==> src/rtl/cgra_cmem_loader.sv <==
// cgra_cmem_loader: streams a kernel image from system memory into CGRA context memory
module cgra_cmem_loader #(
  parameter int FIFO_DEPTH = 4,
  parameter int LEN_WIDTH = 16
) (
  input  logic                 clk_i,
  input  logic                 rst_ni,
  input  logic                 start_i,
  input  logic [31:0]          src_addr_i,
  input  logic [31:0]          dst_addr_i,
  input  logic [LEN_WIDTH-1:0] len_i,
  output logic                 busy_o,
  output logic                 done_o,
  output logic                 rd_req_o,
  output logic [31:0]          rd_addr_o,
  input  logic                 rd_gnt_i,
  input  logic                 rd_rvalid_i,
  input  logic [31:0]          rd_rdata_i,
  output logic                 cm_req_o,
  output logic [31:0]          cm_addr_o,
  output logic                 cm_we_o,
  output logic [3:0]           cm_be_o,
  output logic [31:0]          cm_wdata_o,
  input  logic                 cm_gnt_i,
  input  logic                 cm_rvalid_i
);
  localparam int AW = $clog2(FIFO_DEPTH);
  localparam int CW = AW + 1;
  typedef enum logic [1:0] {IDLE, RUN, FLUSH, DONE} state_t;
  state_t state, state_n;
  logic [31:0] rd_addr, wr_addr;
  logic [LEN_WIDTH-1:0] len, rd_issued, wr_issued, wr_issued_n;
  logic [CW-1:0] rd_out, wr_out, wr_out_n, count;
  logic [AW-1:0] wptr, rptr;
  logic [31:0] mem [FIFO_DEPTH];
  logic run, rd_fire, push, pop, wr_ack, launch;
  assign run = state == RUN;
  // Buffered plus in-flight reads never exceed the FIFO, so a push always has room
  assign rd_req_o = run && rd_issued < len && (count + rd_out) < CW'(FIFO_DEPTH);
  assign rd_addr_o = rd_addr;
  assign cm_req_o = run && count != '0;
  assign cm_addr_o = wr_addr;
  assign cm_we_o = cm_req_o;
  assign cm_be_o = {4{cm_req_o}};
  assign cm_wdata_o = cm_req_o ? mem[rptr] : '0;
  assign busy_o = run || state == FLUSH;
  assign done_o = state == DONE;
  assign rd_fire = rd_req_o && rd_gnt_i;
  assign push = run && rd_rvalid_i;
  assign pop = cm_req_o && cm_gnt_i;
  assign wr_ack = busy_o && cm_rvalid_i;
  assign launch = state == IDLE && start_i && len_i != '0;
  assign wr_issued_n = wr_issued + LEN_WIDTH'(pop);
  assign wr_out_n = wr_out + CW'(pop) - CW'(wr_ack);
  always_comb begin
    state_n = state;
    state_n = state == IDLE ? (start_i ? (len_i != '0 ? RUN : DONE) : IDLE)
            : run ? (wr_issued_n == len ? FLUSH : RUN)
            : state == FLUSH ? (wr_out_n == '0 ? DONE : FLUSH)
            : IDLE;
  end
  always_ff @(posedge clk_i) begin
    if (!rst_ni) begin
      state <= IDLE;
      rd_addr <= '0;
      wr_addr <= '0;
      len <= '0;
      rd_issued <= '0;
      wr_issued <= '0;
      rd_out <= '0;
      wr_out <= '0;
      count <= '0;
      wptr <= '0;
      rptr <= '0;
    end else begin
      state <= state_n;
      if (launch) begin
        rd_addr <= src_addr_i;
        wr_addr <= dst_addr_i;
        len <= len_i;
        rd_issued <= '0;
        wr_issued <= '0;
        rd_out <= '0;
        wr_out <= '0;
        count <= '0;
        wptr <= '0;
        rptr <= '0;
      end else begin
        if (rd_fire) begin
          rd_addr <= rd_addr + 32'd4;
          rd_issued <= rd_issued + LEN_WIDTH'(1);
        end
        if (push) wptr <= wptr + AW'(1);
        if (pop) begin
          rptr <= rptr + AW'(1);
          wr_addr <= wr_addr + 32'd4;
        end
        rd_out <= rd_out + CW'(rd_fire) - CW'(push);
        count <= count + CW'(push) - CW'(pop);
        wr_issued <= wr_issued_n;
        wr_out <= wr_out_n;
      end
    end
  end
  always_ff @(posedge clk_i) begin
    if (push) mem[wptr] <= rd_rdata_i;
  end
endmodule

==> config.mk <==
export PLATFORM = sky130hd
export DESIGN_NAME = cgra_cmem_loader
export DESIGN_NICKNAME = d
export VERILOG_FILES = /design/src/rtl/cgra_cmem_loader.sv
export SDC_FILE = /design/constraint.sdc
export NUM_CORES = 1
export LEC_CHECK = 0
export ABC_AREA = 1
export CORE_MARGIN = 2
export CORE_UTILIZATION = 26
export CTS_CLUSTER_DIAMETER = 100
export CTS_CLUSTER_SIZE = 28
export DETAILED_ROUTE_END_ITERATION = 12
export GPL_TIMING_DRIVEN = 0
export PLACE_DENSITY = 0.54
export SLEW_MARGIN = 5
export SYNTH_ARGS = -nofsm -noshare
export SYNTH_HDL_FRONTEND = slang
export SYNTH_SLANG_ARGS = --single-unit
==> constraint.sdc <==
create_clock -name clk_i -period 3.1 [get_ports clk_i]
set_input_delay 0.62 -clock clk_i [delete_from_list [all_inputs] [get_ports clk_i]]
set_output_delay 0.62 -clock clk_i [all_outputs]
set_load 0.01 [all_outputs]
**Word level (Yosys, flattened, before mapping)**

Memory sizes are Yosys's and may differ from the RTL's. A register that Yosys moved wholly into a read port is not among the register bits.
Index checks and enable logic that the tools add are counted.

- Memory bits (writable): 128
- Logic and storage cells: 65
- Output and inout bits: 105
- Bits in registers: 127
- Memories kept: 1
- Input bits: 119

- Magnitude comparators: 2
- Eq/ne operators: 4
- Add/subtract/negate cells: 13
- Bitwise operators: 1
- Muxes and demuxes: 16
- Reductions and logical operators: 17

Memory list:

| memory | depth | bits a word | rd ports | clocked after memory_dff | wr ports | RTL line | source |
|---|---|---|---|---|---|---|---|
| mem | 4 | 32 | 1 | 1 | 1 | 35 | `logic [31:0] mem [FIFO_DEPTH];` |

Operator list:

| operator | count |
|---|---|
| 32-bit 2-to-1 mux | 5 |
| 32-bit by 3-bit adder with 32-bit output (second input constant) | 2 |
| 16-bit by 1-bit adder with 16-bit output | 1 |
| 16-bit by 1-bit adder with 16-bit output (second input constant) | 1 |
| 16-bit equality test | 1 |
| 16-bit less-than comparator | 1 |
| 2-bit 2-to-1 mux | 8 |
| 16-bit nonzero test | 1 |
| 3-bit by 1-bit adder with 3-bit output | 3 |
| 1-bit logical AND | 9 |
| 3-bit by 1-bit subtractor with 3-bit output | 3 |
| 2-bit by 1-bit adder with 2-bit output (second input constant) | 2 |
| 2-bit equality test (second input constant) | 2 |
| 2-bit nonzero test | 2 |
| 3-bit adder | 1 |
| 3-bit logical NOT | 1 |
| 3-bit less-than comparator (second input constant) | 1 |
| 1-bit 2-to-1 mux | 3 |
| 3-bit nonzero test | 1 |
| 2-bit by 1-bit equality test with 1-bit output (second input constant) | 1 |
| 2-bit logical NOT | 1 |
| 2-bit OR reduction | 1 |
| 1-bit logical OR | 1 |
| 1-bit NOT | 1 |

**Logic depth before layout (Yosys ltp)**

- Word-level depth: 10
- Depth in mapped cells: 23
- Mapped depth without buffers: 23

**Worst setup path after synthesis**

No wires, ideal clock.

- Path type: register to register
- From: register len[15]
- To: register rd_out[2]
- Stages on the path, launching flop included: 16
- Setup time: 0.070 ns
- Arrival time: 2.816 ns
- Required time: 3.030 ns
- Period minus slack after synthesis: 2.886 ns
- Path buffers: 1
- Setup slack: 0.214 ns
- Cells stage by stage: dfxtp_1 -> inv_1 -> ha_1 -> a211oi_2 -> nand3_1 -> o21bai_1 -> a21oi_2 -> nand3_2 -> clkbuf_1 -> ha_1 -> inv_1 -> ha_1 -> inv_1 -> fa_1 -> or2_2 -> a21oi_1

- Longest elaborated chain between the ends: 6

Ends and longest elaborated chain:

| element | RTL line | source |
|---|---|---|
| start, declared | 32 | `logic [LEN_WIDTH-1:0] len, rd_issued, wr_issued, wr_issued_n;` |
| start signal, assigned | 80 | `len <= len_i;` |
| 16-bit less-than comparator | 39 | `assign rd_req_o = run && rd_issued < len && (count + rd_out) < CW'(FIFO_DEPTH);` |
| 1-bit logical AND (2 in a row) | 39 |  |
| 1-bit logical AND | 48 | `assign rd_fire = rd_req_o && rd_gnt_i;` |
| 3-bit by 1-bit adder with 3-bit output | 98 | `rd_out <= rd_out + CW'(rd_fire) - CW'(push);` |
| 3-bit by 1-bit subtractor with 3-bit output | 98 |  |
| end signal, assigned | 98 |  |
| end, declared | 33 | `logic [CW-1:0] rd_out, wr_out, wr_out_n, count;` |

Every way passes these cells.
A chain may end at the register's enable or synchronous reset.

**Final worst setup path**

- From: register state[1]
- To: output port cm_wdata_o[16]

- Longest elaborated chain between the ends: 3

Ends and longest elaborated chain:

| element | RTL line | source |
|---|---|---|
| start, declared | 30 | `state_t state, state_n;` |
| start signal, assigned | 76 | `state <= state_n;` |
| 2-bit by 1-bit equality test with 1-bit output | 37 | `assign run = state == RUN;` |
| 1-bit logical AND | 41 | `assign cm_req_o = run && count != '0;` |
| 32-bit 2-to-1 mux | 45 | `assign cm_wdata_o = cm_req_o ? mem[rptr] : '0;` |
| end, declared | 23 | `output logic [31:0] cm_wdata_o,` |

Every way passes these cells.

==> qor.yml <==
cts:
  clkTransAtPathRegs_ns: 0.11
  htree_levels: 1
  cts_tree: "built"
  clock-sinks: 257
  clk_path_buf_depth: 3
  clkLatencyLatePin_ns: 0.53
  root_buffer: "clkbuf_16"
  cts_made_buffers: 15
route:
  drtAntennaViolNets: 0
  drt_iter0_drc: 648
  drt-total-wl_mm: 42.12
  avgRoutedWirePerCell_um: 16.85
  drc: 0
  dr.pass1.iters: 5
  via_per_inst: 4.621
  num_vias: 11547
synth:
  ys_warn_count: 0
  synth_edf_count: 128
  synthesis.area_um2: 12830
  ys_seq_elements: 257
  synth-seq-area-share_pct: 50.07
  synth_nets: 1727
  synthCells: 1570
  synthFlopType: "dfxtp_1"
  yosysUniqueCellTypes: 43
  syn_avg_cell_area_um2: 8.174
  async_reset_ff_share_pct: 0
placed_design:
  post-dp-hpwl_mm: 31.73
  dp_slack_ns: -0.9560
  io_buffers: 223
  routabilityCongestion: 0.9613
  dpl_cell_area_um2: 16020
finish:
  synthToLayoutAreaGrowth_pct: 31.44
  fill_cells: 5151
  postLayoutCoreUtil_pct: 34.53
  seqCellArea_um2: 6439
  nets: 1984
  final_common_cell: "nor2_1"
  multiInputGateArea_um2: 5841
  num_antenna_cells: 0
  final_cell_mix: "282 x nor2_1, 267 x nand2_1, 206 x clkdlybuf4s50_1, 157 x o21ai_0, 128 x edfxtp_1"
  drive_above_1_share_pct: 8.610
  finalInstanceArea_um2: 16870
power:
  p_leak_nw: 6.217
  p_per_area_nw_per_um2: 424.4
  ir_drop_mv: 0.2695
global_route:
  grt_overflow: 0
  grt_max_degree: 30
  grtUsageTotal_pct: 16.08
  antenna_found_initial: 3
  first_global_vias: 11345
  grt_first_pass_wirelength_mm: 63.91
critical_path:
  crit_family: "buffers and inverters"
  worstPathArrival_ns: 2.38
  setup.worst_path.end_class: "primary output"
  required_ns: 2.48
  crit_fanout: 10
  worstSetupStartpointType: "flop"
  crit_slowest_cell: "clkdlybuf4s50_1"
  crit_buf_inv: 4
  path_class: "reg -> out"
  slowest_delay_ns: 0.56
  crit_chain: "inv_2 -> ha_4 -> o31ai_4 -> buf_4 -> clkbuf_4 -> a21oi_1 -> clkdlybuf4s50_1"
timing:
  worst_pin_slew_ns: 0.8775
  fmax_ghz: 0.3336
  worst_hold_slack_ns: 0.4964
  hold_viol_final: 0
  max-slew-margin-rel_pct: 41.50
  skew_ns: 0.03350
  fin_setup_tns_ns: 0
  worst_slack_ns: 0.1027
  period_minus_slack_ns: 2.997
  drv_slew: 0
  setup_viol: 0
  final.period_utilization_pct: 96.69
hold_path:
  min_path_type: "reg -> reg"
die:
  io_pins: 224
  core.rowCount: 81
  die_area_um2: 51150
  start_util_pct: 26.27
  die_w_um: 226.2
  die_h_um: 226.2
  core_area_um2: 48850
run:
  max_cap_viol_count: 0
status:
  status: "finished clean"
cells in the mapped netlist (all sizes together) (15+ instances only):
| cell type | number | area [um2] |
|---|---|---|
| clkbuf | 48 | 181.4 |
| inv | 130 | 488.0 |
| edfxtp | 128 | 3844 |
| xnor2 | 23 | 201.4 |
| nor3 | 22 | 121.4 |
| a21oi | 114 | 574.3 |
| o21bai | 15 | 112.6 |
| nand4 | 22 | 137.6 |
| nand2 | 277 | 1055 |
| ha | 35 | 437.9 |
| o21ai | 159 | 795.8 |
| nand3 | 65 | 330.3 |
| nor2 | 296 | 1129 |
| dfxtp | 129 | 2582 |
| xor2 | 35 | 306.5 |
| buf | 19 | 105.1 |
report_power, final:
part,internal [W],leakage (nW),switching [W]
sequential,0.00368,2.22,0.000141
combinational,0.000492,3.76,0.000573
clock,0.00101,0.238,0.00127
total,0.00518,6.22,0.00198
final timing paths:
check	start	end	slack [ns]	cells past startpoint
worst max-delay path	state[1]	cm_wdata_o[16]	0.10	7
worst min-delay path	cm_addr_o[0]	cm_addr_o[0]	0.50	2
worst max register to register	len[7]	rd_out[2]	0.15	18
worst min register to register	cm_addr_o[0]	cm_addr_o[0]	0.50	2
kinds of logic (layout without fill, tap and decap cells):
kind of cell    count (synthesis)  count (layout)  share of synthesized area, %
simple gates                  711             711                         23.12
fa+ha+maj                      38              38                         3.880
buf+inv                       198             463                         6.064
compound gates                307             307                         12.73
flops                         257             257                         50.07
xor+xnor                       59              59                         4.134
routing by layer:
layer	up-vias	wire length, um	track usage (%)
li1	5730	-	-
met2	357	20260	27.91
met4	6	905	3.905
met3	63	3293	4.879
met1	5391	17620	19.37
met5	-	39	0
area by class of cell:
class / instances / share of cell area (%)
clock buffers: 18 / 2.418
multi-input cells: 1115 / 34.62
well taps: 664 / 4.925
plain buffers: 66 / 2.047
flip-flops and latches: 257 / 38.17
clock inverters: 7 / 0.5044
repair buffers: 241 / 14.34
inverters: 131 / 2.974
stage by stage:
stage / std cells / total power, W
detailed placement: 2461 / 0.004933
global route: 2499 / 0.007489
finish: 2499 / 0.007160
global placement: 2457 / 0.004917
floorplan: 1570 / 0.004351
CTS: 2490 / 0.007231
tightest hold or removal path: cells and delay by family, from the launching register on:
family           cells  cell delay [ns]
AND/OR/NAND/NOR      2             0.14
flip-flops           1             0.32
timing repair:
item,in CTS,in global routing
gates resized for setup,55,59
hold buffers,0,0
setup endpoints to repair,77,22
buffers inserted,5,9
pin swaps,3,7
registers in the layout (all words and copies together) (netlist names), named ones only:
| signal | cells |
|---|---|
| rd_issued | 16 |
| wptr | 2 |
| len | 16 |
| wr_issued | 16 |
| cm_addr_o | 32 |
| rd_addr_o | 32 |
| wr_out | 3 |
| rd_out | 3 |
| mem | 128 |
| state | 2 |
| rptr | 2 |
| count | 3 |
Power figures use the tool's default switching activity.
